**config.mk**
```make
export PLATFORM = sky130hd
export DESIGN_NAME = wb_port_arbiter
export DESIGN_NICKNAME = d
export VERILOG_FILES = /design/src/rtl/wb_port_arbiter.sv
export SDC_FILE = /design/constraint.sdc
export NUM_CORES = 1
export LEC_CHECK = 0
export ABC_AREA = 1
export BUFFER_PORTS_ARGS = -buffer_cell sky130_fd_sc_hd__buf_2
export CAP_MARGIN = 20
export CORE_ASPECT_RATIO = 2
export CORE_MARGIN = 2
export CORE_UTILIZATION = 35
export CTS_BUF_LIST = sky130_fd_sc_hd__clkbuf_16
export DETAILED_ROUTE_END_ITERATION = 8
export SLEW_MARGIN = 20
export SYNTH_ARGS = -nofsm -noshare
export SYNTH_HDL_FRONTEND = slang
export SYNTH_SLANG_ARGS = --single-unit
```
**constraint.sdc**
```tcl
create_clock -name clk -period 6.8 [get_ports clk]
set_input_delay 1.36 -clock clk [delete_from_list [all_inputs] [get_ports clk]]
set_output_delay 1.36 -clock clk [all_outputs]
set_load 0.01 [all_outputs]
```
**src/rtl/wb_port_arbiter.sv**
```systemverilog
// Write-back port arbiter: merges pipeline WB writes with a 2-entry
// queue of long-latency results onto the single register-file write port.
//
// Ports:
//   clk, rst              clock, synchronous active-high reset
//   pipe_reg/wd/wdata     pipeline WB-stage write request
//   flush_i               cancels the pipeline write of this cycle
//   lu_valid/wd/wdata     long-latency result offer
//   lu_ready              result queue has a free slot
//   rf_we/waddr/wdata     registered register-file write port
//   stall_req             registered pipeline freeze (starved queue head)
//   pending_mask          one bit per register targeted by a queued result

module wb_port_arbiter #(
    parameter int unsigned STARVE_MAX = 3
) (
    input  logic        clk,
    input  logic        rst,
    input  logic        pipe_reg,
    input  logic [4:0]  pipe_wd,
    input  logic [31:0] pipe_wdata,
    input  logic        flush_i,
    input  logic        lu_valid,
    input  logic [4:0]  lu_wd,
    input  logic [31:0] lu_wdata,
    output logic        lu_ready,
    output logic        rf_we,
    output logic [4:0]  rf_waddr,
    output logic [31:0] rf_wdata,
    output logic        stall_req,
    output logic [31:0] pending_mask
);

    localparam logic [2:0] SMAX = 3'(STARVE_MAX);

    // Slot 0 is always the head; slot 1 is the younger entry.
    logic [1:0]  cnt;
    logic [4:0]  q_wd   [2];
    logic [31:0] q_data [2];
    logic [2:0]  starve_cnt;

    logic        fifo_empty;
    logic        enq;
    logic        pipe_act;
    logic        grant_fifo;
    logic [2:0]  starve_nxt;
    logic        wr_we;
    logic [4:0]  wr_addr;
    logic [31:0] wr_data;

    assign fifo_empty = (cnt == 2'd0);
    assign lu_ready   = (cnt != 2'd2);
    assign enq        = lu_valid && lu_ready && (lu_wd != 5'd0);
    assign pipe_act   = pipe_reg && (pipe_wd != 5'd0)
                      && !flush_i && !stall_req;
    // stall_req guarantees a bubble, so the head wins unconditionally.
    assign grant_fifo = !fifo_empty && (stall_req || !pipe_act);

    always_comb begin
        wr_we   = 1'b0;
        wr_addr = 5'd0;
        wr_data = 32'd0;
        unique case (1'b1)
            grant_fifo: begin
                wr_we   = 1'b1;
                wr_addr = q_wd[0];
                wr_data = q_data[0];
            end
            pipe_act: begin
                wr_we   = 1'b1;
                wr_addr = pipe_wd;
                wr_data = pipe_wdata;
            end
            default: ;
        endcase
    end

    always_comb begin
        if (fifo_empty || grant_fifo)
            starve_nxt = 3'd0;
        else if (starve_cnt >= SMAX)
            starve_nxt = SMAX;
        else
            starve_nxt = starve_cnt + 3'd1;
    end

    always_comb begin
        pending_mask = '0;
        for (int i = 0; i < 2; i++) begin
            if (i < int'(cnt))
                pending_mask[q_wd[i]] = 1'b1;
        end
        pending_mask[0] = 1'b0;
    end

    always_ff @(posedge clk) begin
        if (rst) begin
            cnt        <= 2'd0;
            q_wd[0]    <= 5'd0;
            q_wd[1]    <= 5'd0;
            q_data[0]  <= 32'd0;
            q_data[1]  <= 32'd0;
            starve_cnt <= 3'd0;
            stall_req  <= 1'b0;
            rf_we      <= 1'b0;
            rf_waddr   <= 5'd0;
            rf_wdata   <= 32'd0;
        end else begin
            rf_we      <= wr_we;
            rf_waddr   <= wr_addr;
            rf_wdata   <= wr_data;
            starve_cnt <= starve_nxt;
            stall_req  <= (starve_nxt == SMAX);
            case ({enq, grant_fifo})
                2'b10: begin
                    q_wd[cnt[0]]   <= lu_wd;
                    q_data[cnt[0]] <= lu_wdata;
                    cnt            <= cnt + 2'd1;
                end
                2'b01: begin
                    q_wd[0]   <= q_wd[1];
                    q_data[0] <= q_data[1];
                    cnt       <= cnt - 2'd1;
                end
                // Only reachable with one entry: new result becomes head.
                2'b11: begin
                    q_wd[0]   <= lu_wd;
                    q_data[0] <= lu_wdata;
                end
                default: ;
            endcase
        end
    end

    pipe_reg_in_stall: assert property (
        @(posedge clk) disable iff (rst) stall_req |-> !pipe_reg
    );

endmodule
```
=== Yosys cells after proc, flatten, opt, wreduce, memory -nomap -nowiden ===
Memories as Yosys holds them, arrays and structs flattened.
Cells that the tools add are included.

* Input bits: 79
* Output and inout bits: 72
* Flip-flop bits (word level): 44
* RAM bits: 74
* Memories: 2

{| class="wikitable"
|+ Memory list
! name !! depth !! width !! read ports !! clocked after memory_dff !! wr ports !! line !! text
|-
| q_data || 2 || 32 || 2 || 0 || 2 || 39 || <nowiki>logic [31:0] q_data [2];</nowiki>
|-
| q_wd || 2 || 5 || 2 || 0 || 2 || 38 || <nowiki>logic [4:0] q_wd [2];</nowiki>
|}

* Eq/ne operators: 5
* Reductions and logical operators: 21
* Magnitude comparators: 7
* Bitwise operators: 5
* Multiplexer cells: 33
* Add/subtract/negate cells: 3

{| class="wikitable"
|+ Operators with widths
! operator !! number
|-
| $mux 32 || 5
|-
| $pmux 32 s2 || 1
|-
| $or 32x32->32 || 1
|-
| $reduce_or 32->1 || 1
|-
| $mux 1 || 18
|-
| $mux 5 || 3
|-
| $lt 5x6->1 const B || 2
|-
| $demux 1 s5 || 2
|-
| $ge 5x1->1 const B || 2
|-
| $pmux 5 s2 || 1
|-
| $reduce_bool 5->1 || 2
|-
| $logic_and 1x1->1 || 8
|-
| $mux 3 || 2
|-
| $reduce_or 5->1 || 1
|-
| $eq 2x2->1 const B || 2
|-
| $logic_not 1->1 || 4
|-
| $lt 1x2->1 const A || 2
|-
| $or 1x1->1 || 4
|-
| $pmux 2 s2 || 1
|-
| $add 3x1->3 const B || 1
|-
| $eq 3x2->1 const B || 1
|-
| $ge 3x2->1 const B || 1
|-
| $add 2x1->2 const B || 1
|-
| $eq 2x1->1 const B || 1
|-
| other kinds (6) || 7
|}

=== Longest topological paths before layout ===
Gate-level depths: netlist of run 1.

* Word-level depth: 14
* Mapped depth: 15
* Mapped depth without buffers: 13

=== Worst setup path before layout of run 1 ===
No wires, ideal clock.

* Kind: input-to-reg
* From: input port flush_i
* To: memory q_data[1][0], enable pin
* Stages: 11
* Slack: 1.154 ns
* Arrival time: 5.163 ns
* Data required time: 6.317 ns
* Cell sequence: nor3b_2 > nand2_2 > clkinv_1 > nor2_1 > inv_1 > ha_1 > inv_1 > nor2_1 > buf_2 > nand2_1 > o21ai_0

{| class="wikitable"
|+ RTL lines
! item !! line !! text
|-
| start: declaration || 22 || <nowiki>input logic flush_i,</nowiki>
|-
| end: declaration || 39 ||
|}

=== Worst setup path in the final report of run 1 ===
* From: register cnt[0]
* To: output port pending_mask[9]

* Cells in the longest elaborated chain, start to end: 4

{| class="wikitable"
|+ RTL lines
! item !! line !! text
|-
| start: declaration || 37 || <nowiki>logic [1:0] cnt;</nowiki>
|-
| start signal: assignment || 118 || <nowiki>cnt <= cnt + 2'd1;</nowiki>
|-
| start signal: assignment || 123 || <nowiki>cnt <= cnt - 2'd1;</nowiki>
|-
| $lt 1x2->1 || 90 || <nowiki>if (i < int'(cnt))</nowiki>
|-
| $mux 32 || 90 ||
|-
| $or 32x32->32 (no line) || -- ||
|-
| $mux 32 * || 90 ||
|-
| end: declaration || 31 || <nowiki>output logic [31:0] pending_mask</nowiki>
|}

Mark *: on every way between the ends. The rest lies on a longest branch, timed or not.

==> metrics.yaml, run 1 <==
status: "finished, final reports clean"
route.detailed.drc: 0
setup_viol: 0
fin_ws_ns: 2.58
startpoint_type: "flip-flop"
std_cell_rows: 70
crit_required_ns: 5.44
setup_tns_ns: 0
r2r_cells: 13
numPortBuffers: 149
synth.area.top_cells: "edfxtp_1 (34%), dfxtp_1 (14%), nand2_1 (11%)"
area_growth_pct: 21.8
p_per_area_nw_per_um2: 335
path_delay_family: "simple AND/OR/NAND/NOR gates"
r2r_start: "cnt[0]"
cp_num_buf_inv: 3
seq_area_frac_synth_pct: 48.0
crit_path_max_incr_delay_ns: 0.78
worstSetupEndpointType: "primary output"
final.setup_skew_ns: 0.00804
synth_edf_count: 74
start_util_pct: 35.5
cts_setup_buffers: 0
hold_depth: 2
fp.dieW_um: 100
syn-cell-area_um2: 6460
n_antenna_cell: 0
power.leakage_nw: 4.12
yosys_warnings: 0
place_hpwl_um: 11700
synthTopCellsByCount: "nand2_1 (194), inv_1 (169), nand3_1 (83), nand4_1 (75), edfxtp_1 (74)"
clockBufferDepth: 2
path_cells: "buf_4, inv_1, ha_1, nor3_1, nand2_1, o21ai_0, buf_2"
insertion_delay_ns: 0.42
grt_first_pass_wirelength_um: 27500
drive_gt1_share_pct: 20.1
period_share_pct: 62.1
dieHeight_um: 196
critPathMaxFanout: 40
async_flop_share_pct: 0
postRouteAntennaNets: 0
crit_arrival_ns: 2.86
path_clk_slew_ns: 0.06
worstSetupPathType: "flip-flop to primary output"
cts_resized: 0
numClockSinks: 118
rsz0062_at_grt: "no"
dr.pass1.iters: 5
relSlewSlack_pct: 29.9
htree_levels: 4
avgSynthCellArea_um2: 7.57
dieArea_um2: 19600
numCtsBuffers: 17
synth_cell_type_count: 24
cap_violations: 0
tritoncts: "yes"
boundaryPins: 151
placed_cells: 1173
met1_length_um: 6710
min_from: "q_data[0][17]"
final-hold-violation-count: 0
ys_ff_latch: 118
detail_route.wl_per_cell_um: 13.9
core_um2: 18200
place_ws_ns: 2.14
ir_drop_uv: 151
grt_usage_pct: 17.8
met3_length_um: 735
synthCells: 854
fmax_mhz: 237
yosysMostFrequentCell: "nand2_1"
r2r_end: "q_data[0][31]"
yosysTopAreaCell: "edfxtp_1"
instances_no_fill: 1205
route.vias.total: 5797
synth_flop_cell: "edfxtp_1"
highest_layer: "met4"
yosysTopAreaCellShare_pct: 34.4
nNetsFinal: 1063
worst-r2r-setup-slack_ns: 3.18
place_congestion: 0.851
drv_slew: 0
hold_path_class: "flip-flop to flip-flop"
wl_met2_um: 8880
cp_slowest_cell: "nor3_1"
antenna_found_initial: 0
wirelength_um: 16700
worst-slew-pin-transition_ns: 1.05
drt_iter0_drc: 266
grt_max_degree: 111
hold_buffers: 0
grt_pass1_vias: 5519
cts_root_buffer: "clkbuf_16"
synthesis.nets: 941
whs_endpoint: "rf_wdata[17]"
grt_overflow: 0
finalCriticalPeriod_ns: 4.22
drt-vias-per-instance: 4.81
[logic make-up after synthesis]
| kind of cell | share of synthesized area, % |
|---|---|
| other | 0.0580 |
| AND/OR/NAND/NOR | 29.8 |
| AO/OA/AOI/OAI | 5.81 |
| XOR/XNOR | 0.135 |
| adder cells (fa/ha/maj) | 1.55 |
| flip-flops | 48.0 |
| buffers and inverters | 14.7 |
[report_power, final]
part	internal (mW)	switching (mW)	leakage [nW]	total [mW]
Sequential	0.945	0.0525	1.14	0.998
Clock	0.505	0.364	0.290	0.869
Combinational	0.222	0.552	2.69	0.774
Total	1.67	0.969	4.12	2.64
[layer usage]
| layer | up-vias | global-route usage, % |
|---|---|---|
| met5 | - | 0 |
| met4 | 0 | 7.31 |
| met3 | 25 | 3.85 |
| met2 | 157 | 31.9 |
| met1 | 2611 | 20.1 |
| li1 | 3004 | - |
[placed cells by master, fill, tap and decap left out, types with 2 or more instances in the layout]
cell	instances
a21oi_1	4
buf_2	149
buf_4	9
clkbuf_16	18
clkinv_4	2
dfxtp_1	44
edfxtp_1	74
ha_1	8
inv_1	169
inv_4	2
inv_6	6
inv_8	4
nand2_1	193
nand2_2	3
nand3_1	83
nand4_1	75
nor2_1	51
nor3_1	15
o21ai_0	70
[state kept, by name, indices dropped and copies added, names as in the netlist]
register and count:
q_data 64, rf_wdata 32, q_wd 10, rf_waddr 5, starve_cnt 3, cnt 2
rf_we 1, stall_req 1
[stage by stage]
stage	hold slack, ns	area, µm²	utilization [%]	power [mW]
2_1_floorplan	0.481	6460	-	1.57
3_3_place_gp	0.493	7270	39.9	1.78
3_5_place_dp	0.495	7290	40.0	1.79
4_1_cts	0.510	7870	43.2	2.66
5_1_grt	0.518	7870	43.2	2.82
6_report	0.503	7870	43.2	2.64
[cell type report]
cell class              count  area [µm²]
multi-input cells         509        2440
inverters                 171         643
repair buffers            159         841
fillers                  1932       10300
clock buffers              18         450
clock inverters            14         128
flip-flops and latches    118        3100
well taps                 216         270
[worst reg2reg max path: stages, from the launching register on]
cell and delay [ns]:
dfxtp_1 0.31, buf_4 0.39, inv_1 0.24, ha_1 0.35
nor2_1 0.36, ha_1 0.22, buf_4 0.38, nand2_2 0.54
nand2_1 0.19, nand2_1 0.06, inv_1 0.05, nand4_1 0.08
nand2_1 0.14, nor2_1 0.05
[how the worst max path moves through the flow]
stage	endpoint	startpoint	cells past startpoint
floorplan	q_data[1][0]	flush_i	11
global placement	q_data[1][19]	flush_i	13
detailed placement	q_data[0][19]	pipe_wd[3]	16
CTS	q_data[0][1]	pipe_wd[3]	16
global route	q_data[0][21]	pipe_wd[0]	16
finish	pending_mask[9]	cnt[0]	7
Power figures use the tool's default switching activity.
==> inputs of run 2 (changes only) <==
Settings changed: ABC_AREA 1 to 0.
Clock period 6.8 ns to 4 ns, I/O delays scaled along.
==> run 2 against run 1 <==
Global-route usage grew 1.2 points; hold slack lost 0.035 ns; cell area shrank 16%; clock-buffer cell count is the same; worst setup slack lost 1.7 ns; largest cell class unchanged.
==> metrics.yaml, run 2 <==
drt_iter0_drc: 289  # was 266
syn-cell-area_um2: 5110  # was 6460 µm²
p_per_area_nw_per_um2: 597  # was 335 nW/µm²
worstSetupEndpointType: "primary output"  # unchanged
worstSetupPathType: "flip-flop to primary output"  # unchanged
core_um2: 14400  # was 18200 µm²
relSlewSlack_pct: 48.5  # was 29.9%
crit_arrival_ns: 2.32  # was 2.86 ns
hold_buffers: 0  # unchanged
synth_compound_gate_area_share_pct: 18.9  # was 5.81%
worst-slew-pin-transition_ns: 0.762  # was 1.05 ns
synth_cell_type_count: 36  # was 24
boundaryPins: 151  # unchanged
largest_reg_flops: 64  # unchanged
hold_depth: 1  # was 2
synthCells: 462  # was 854
htree_levels: 4  # unchanged
async_flop_share_pct: 0  # unchanged
startpoint_type: "flip-flop"  # unchanged
path_clk_slew_ns: 0.05  # was 0.06 ns
yosysTopAreaCellShare_pct: 43.5  # was 34.4%
r2r_cells: 8  # was 13
hold_path_class: "flip-flop to flip-flop"  # unchanged
place_ws_ns: 0.526  # was 2.14 ns
drive_gt1_share_pct: 33.0  # was 20.1%
synth_flop_cell: "edfxtp_1"  # unchanged
path_cells: "inv_1, ha_1, nor2b_1, nand2_1, o22ai_1, buf_2"  # was buf_4, inv_1, ha_1, nor3_1, nand2_1, o21ai_0, buf_2
r2r_end: "q_data[0][10]"  # was q_data[0][31]
drt-vias-per-instance: 5.49  # was 4.81
place_hpwl_um: 10300  # was 11700 µm
dr.pass1.iters: 5  # unchanged
numClockSinks: 118  # unchanged
place_congestion: 0.880  # was 0.851
cp_slowest_cell: "dfxtp_1"  # was nor3_1
status: "finished, final reports clean"  # unchanged
yosysMostFrequentCell: "edfxtp_1"  # was nand2_1
worst-r2r-setup-slack_ns: 1.28  # was 3.18 ns
avgSynthCellArea_um2: 11.1  # was 7.57 µm²
total_power_mw: 3.92  # was 2.64 mW
grt_max_degree: 41  # was 111
sequentialPowerShare_pct: 42.9  # was 37.8%
grt_usage_pct: 19.0  # was 17.8%
numCtsBuffers: 17  # unchanged
start_util_pct: 35.6  # was 35.5%
nNetsFinal: 686  # was 1063
register_area_um2: 3100  # unchanged
n_antenna_cell: 0  # unchanged
final-hold-violation-count: 0  # unchanged
ir_drop_uv: 289  # was 151 µV
wirelength_um: 14900  # was 16700 µm
yosysTopAreaCell: "edfxtp_1"  # unchanged
synth.area.top_cells: "edfxtp_1 (43%), dfxtp_1 (17%), a22o_1 (6.2%)"  # was edfxtp_1 (34%), dfxtp_1 (14%), nand2_1 (11%)
finalCriticalPeriod_ns: 3.12
pwr-share-comb_pct: 23.6  # was 29.3%
drv_slew: 0  # unchanged
critPathLaunch: "cnt[0]"  # unchanged
setup_tns_ns: 0  # unchanged
rsz0062_at_grt: "no"  # unchanged
yosys.area_share.adder_pct: 1.96  # was 1.55%
cap_violations: 0  # unchanged
synth_edf_count: 74  # unchanged
grt_pass1_vias: 4355  # was 5519
grt_first_pass_wirelength_um: 22300  # was 27500 µm
cts_resized: 0  # unchanged
numPortBuffers: 149  # unchanged
synth_top_family_by_area: "compound AO/OA/AOI/OAI gates"  # was simple AND/OR/NAND/NOR gates
cts_setup_buffers: 0  # unchanged
tritoncts: "yes"  # unchanged
synthesis.nets: 549  # was 941
grt_overflow: 0  # unchanged
final.setup_skew_ns: 0.00804  # about the same
seq_area_frac_synth_pct: 60.7  # was 48.0%
area_growth_pct: 28.6  # was 21.8%
whs_endpoint: "rf_wdata[9]"  # was rf_wdata[17]
switchingPower_mw: 1.25  # was 969 µW
synth-xor-area-share_pct: 0.343  # was 0.135%
fillerInstances: 1362  # was 1932
route.vias.total: 4411  # was 5797
crit_required_ns: 3.20  # was 5.44 ns
ys_ff_latch: 118  # unchanged
power.leakage_nw: 2.67  # was 4.12 nW
clockBufferDepth: 2  # unchanged
top_register: "q_data"  # unchanged
layout_commonest_cell: "buf_2"  # was nand2_1
insertion_delay_ns: 0.41  # was 0.42 ns
std_cell_rows: 62  # was 70
synthTopCellsByCount: "edfxtp_1 (74), dfxtp_1 (44), a21oi_1 (41)"  # was nand2_1 (194), inv_1 (169), nand3_1 (83), nand4_1 (75), edfxtp_1 (74)
antenna_found_initial: 0  # unchanged
p_clk_share_pct: 33.5  # was 32.9%
r2r_start: "stall_req"  # was cnt[0]
yosys-mux-area-fraction_pct: 0  # unchanged
route.detailed.drc: 0  # unchanged
synth_simple_gate_area_share_pct: 13.5  # was 29.8%
crit_path_max_incr_delay_ns: 0.42  # was 0.78 ns
yosys_warnings: 0  # unchanged
layout_common_cells: "buf_2 (149), edfxtp_1 (74), dfxtp_1 (44)"  # was nand2_1 (193), inv_1 (169), buf_2 (149)
cts_root_buffer: "clkbuf_16"  # unchanged
detail_route.wl_per_cell_um: 18.5  # was 13.9 µm
dieArea_um2: 15700  # was 19600 µm²
min_from: "q_data[0][9]"  # was q_data[0][17]
multi_input_area_um2: 1820  # was 2440 µm²
post-route-util_pct: 45.8  # was 43.2%
switching_share_pct: 31.8  # was 36.7%
reg_top3: "q_data: 64 flops, rf_wdata: 32 flops, q_wd: 10 flops"  # unchanged
power.internal_mw: 2.68  # was 1.67 mW
fin_ws_ns: 0.882  # was 2.58 ns
fp.dieW_um: 89.5  # was 100 µm
fmax_mhz: 321
postRouteAntennaNets: 0  # unchanged
dieHeight_um: 175  # was 196 µm
critPathMaxFanout: 10  # was 40
setup_viol: 0  # unchanged
period_share_pct: 77.9
==> run 2: stage by stage <==
stage / cells / area (µm²) / hold slack [ns]
after floorplan: 462 / 5120 / 0.442
final: 804 / 6570 / 0.468
after global placement: 771 / 6030 / 0.450
after detailed placement: 771 / 6030 / 0.457
after CTS: 803 / 6550 / 0.471
after global routing: 804 / 6570 / 0.492
==> run 2: area by class of cell <==
type	count	share of cell area, %
inverter	6	0.343
multi-input combinational	293	27.7
clock buffer	18	6.85
tap	192	3.65
clock inverter	14	1.01
timing repair buffer	163	13.2
sequential	118	47.2
==> run 2: logic make-up (layout without fill, tap and decap cells) <==
kind of cell               Yosys count  in the layout
other                                1              1
and+or+nand+nor                    127            127
AOI/OAI and AO/OA                  155            155
buffers and inverters               51            201
DFF                                118            118
xor gates and xnor gates             2              2
adders and majority gates            8              8
==> run 2: worst max path at each step <==
stage	end	cells after the start
after CTS	pending_mask[15]	6
final	pending_mask[15]	6
after global placement	q_data[1][25]	8
after global routing	pending_mask[15]	6
after detailed placement	q_data[1][7]	8
after floorplan	q_data[0][0]	10
==> run 2: power by group through the flow <==
| stage | logic [mW] | clock network [mW] | registers [mW] |
|---|---|---|---|
| 2_1_floorplan | 0.596 | 0 | 1.66 |
| 3_3_place_gp | 0.900 | 0 | 1.70 |
| 3_5_place_dp | 0.919 | 0 | 1.71 |
| 4_1_cts | 0.924 | 1.34 | 1.69 |
| 5_1_grt | 1.02 | 1.39 | 1.70 |
| 6_report | 0.927 | 1.31 | 1.68 |
==> run 2: routing by layer <==
metal	vias up	GRT usage [%]	wire length, µm
li1	2038	-	-
met1	2149	19.6	5280
met2	196	35.8	8450
met3	28	3.35	782
met4	0	8.15	384
met5	-	0	0
==> run 2: worst max-delay path, delay by kind of cell (launching register included) <==
| kind | cells | cell delay (ns) |
|---|---|---|
| simple gates | 2 | 0.55 |
| flops | 1 | 0.42 |
| fa+ha+maj | 1 | 0.40 |
| buf+inv | 2 | 0.28 |
| compound gates | 1 | 0.26 |
==> inputs of run 3 (changes only) <==
Settings changed: ABC_AREA 0 to 1.
Clock period 4 ns to 3.04 ns, I/O delays scaled along.
==> run 3 against run 2 <==
Sequential share of layout area down 8.5 points; critical endpoint unchanged; die area up 25%; largest cell class unchanged; highest routed layer unchanged; clock power up 56%; critical path type unchanged; sequential cell count unchanged; register-to-register slack worse by 0.63 ns; cell area up 22%; first-iteration DRC count up 7.6%.
==> metrics.yaml, run 3 (synthesis gave the netlist of run 1 again) <==
largest_reg_flops: 64  # unchanged
critPathLaunch: "cnt[1]"  # was cnt[0]
crit_arrival_ns: 2.12  # was 2.32 ns
fin_area_um2: 8010  # was 6570 µm²
drive_gt1_share_pct: 21.0  # was 33.0%
tritoncts: "yes"  # unchanged
grt_overflow: 0  # unchanged
critPathMaxFanout: 8  # was 10
crit_path_max_incr_delay_ns: 0.34  # was 0.42 ns
sequentialPowerShare_pct: 36.6  # was 42.9%
fin_ws_ns: 0.312  # was 0.882 ns
place_ws_ns: 0.307  # was 0.526 ns
grt_first_pass_wirelength_um: 28500  # was 22300 µm
gr-usage-met2_pct: 32.1  # was 35.8%
worst-slew-pin-transition_ns: 0.586  # was 0.762 ns
layout_commonest_cell: "nand2_1"  # was buf_2
power.internal_mw: 3.91  # was 2.68 mW
cp_slowest_cell: "nand3_1"  # was dfxtp_1
std_cell_rows: 70  # was 62
relSlewSlack_pct: 60.6  # was 48.5%
dieArea_um2: 19600  # was 15700 µm²
total_power_mw: 6.13  # was 3.92 mW
drv_slew: 0  # unchanged
p_clk_share_pct: 33.4  # was 33.5%
crit_required_ns: 2.43  # was 3.20 ns
cts_resized: 0  # unchanged
detail_route.wl_per_cell_um: 14.4  # was 18.5 µm
ir_drop_uv: 317  # was 289 µV
worstSetupEndpointType: "primary output"  # unchanged
grt_max_degree: 111  # was 41
place_congestion: 0.866  # was 0.880
route.vias.total: 5862  # was 4411
dr.pass1.iters: 4  # was 5
multi_input_area_um2: 2440  # was 1820 µm²
cts_setup_buffers: 0  # unchanged
cts_root_buffer: "clkbuf_16"  # unchanged
hold_buffers: 0  # unchanged
place_hpwl_um: 11900  # was 10300 µm
top_usage_layer: "met2"  # unchanged
period_share_pct: 89.7
start_util_pct: 35.5  # was 35.6%
drt-vias-per-instance: 4.82  # was 5.49
fillerInstances: 1875  # was 1362
p_per_area_nw_per_um2: 765  # was 597 nW/µm²
boundaryPins: 151  # unchanged
power.leakage_nw: 4.19  # was 2.67 nW
final-hold-violation-count: 0  # unchanged
numClockSinks: 118  # unchanged
register_area_um2: 3100  # unchanged
hold_path_class: "primary input to flip-flop"  # was flip-flop to flip-flop
fmax_mhz: 367
finalCriticalPeriod_ns: 2.73
area_growth_pct: 23.9  # was 28.6%
numCtsBuffers: 17  # unchanged
cap_violations: 0  # unchanged
htree_levels: 4  # unchanged
wirelength_um: 17600  # was 14900 µm
layout_common_cells: "nand2_1 (193), inv_1 (169), buf_2 (149)"  # was buf_2 (149), edfxtp_1 (74), dfxtp_1 (44)
min_from: "pipe_wdata[1]"  # was q_data[0][9]
switchingPower_mw: 2.21  # was 1.25 mW
core_um2: 18200  # was 14400 µm²
status: "finished, final reports clean"  # unchanged
post-route-util_pct: 44.0  # was 45.8%
fp.dieW_um: 100  # was 89.5 µm
worstSetupPathType: "flip-flop to primary output"  # unchanged
grt_pass1_vias: 5599  # was 4355
grt_usage_pct: 18.5  # was 19.0%
met1_usage_pct: 20.8  # was 19.6%
r2r_start: "cnt[0]"  # was stall_req
insertion_delay_ns: 0.42  # was 0.41 ns
route.detailed.drc: 0  # unchanged
numPortBuffers: 149  # unchanged
grt_util_met3_pct: 3.71  # was 3.35%
top_register: "q_data"  # unchanged
path_cells: "inv_1, ha_1, nor2_1, nand3_1, o21ai_0, buf_2"  # was inv_1, ha_1, nor2b_1, nand2_1, o22ai_1, buf_2
setup_tns_ns: 0  # unchanged
reg_top3: "q_data: 64 flops, rf_wdata: 32 flops, q_wd: 10 flops"  # unchanged
startpoint_type: "flip-flop"  # unchanged
rsz0062_at_grt: "yes"  # was no
postRouteAntennaNets: 0  # unchanged
dpl_cell_area_um2: 7390  # was 6030 µm²
clockBufferDepth: 2  # unchanged
antenna_found_initial: 2  # was 0
final.setup_skew_ns: 0.00646  # was 0.00804 ns
nNetsFinal: 1072  # was 686
drt_iter0_drc: 311  # was 289
switching_share_pct: 36.1  # was 31.8%
pwr-share-comb_pct: 30.0  # was 23.6%
path_clk_slew_ns: 0.06  # was 0.05 ns
dieHeight_um: 196  # was 175 µm
setup_viol: 0  # unchanged
## run 3: worst paths after layout
kind	end	slack (ns)	cells past startpoint
setup / recovery	pending_mask[15]	0.31	6
hold / removal	rf_wdata[1]	0.41	3
setup reg to reg	q_data[0][16]	0.65	9
hold reg to reg	rf_wdata[15]	0.51	2
## run 3: cell type report
type | instances | area share [%]
clock inverters | 13 | 1.63
flip-flops and latches | 118 | 38.8
inverters | 171 | 8.03
multi-input cells | 509 | 30.5
diodes | 2 | 0.0625
clock buffers | 19 | 5.94
well taps | 216 | 3.37
repair buffers | 168 | 11.7
## run 3: worst max-delay path, delay by kind of cell, from the launching register on
family | cells | cell delay (ns)
adders and majority gates | 1 | 0.18
DFF | 1 | 0.33
and+or+nand+nor | 2 | 0.67
AOI/OAI and AO/OA | 1 | 0.27
buffers and inverters | 2 | 0.24
## run 3: power groups by stage
| stage | logic (mW) | clock network (mW) | registers [mW] |
|---|---|---|---|
| detailed placement | 1.85 | 0 | 2.27 |
| CTS | 1.85 | 2.09 | 2.24 |
| global route | 2.07 | 2.15 | 2.28 |
| floorplan | 1.22 | 0 | 2.28 |
| finish | 1.84 | 2.05 | 2.24 |
| global placement | 1.83 | 0 | 2.27 |
## run 3: layer usage
layer	part of all wire, %	up-vias
li1	-	3023
met1	40	2623
met2	51	173
met3	4.2	43
met4	4.3	0
met5	0	-
## run 3: per-stage QoR
| stage | instances | hold slack, ns |
|---|---|---|
| floorplan | 854 | 0.481 |
| global placement | 1182 | 0.489 |
| detailed placement | 1182 | 0.498 |
| CTS | 1214 | 0.394 |
| global route | 1216 | 0.406 |
| finish | 1216 | 0.408 |
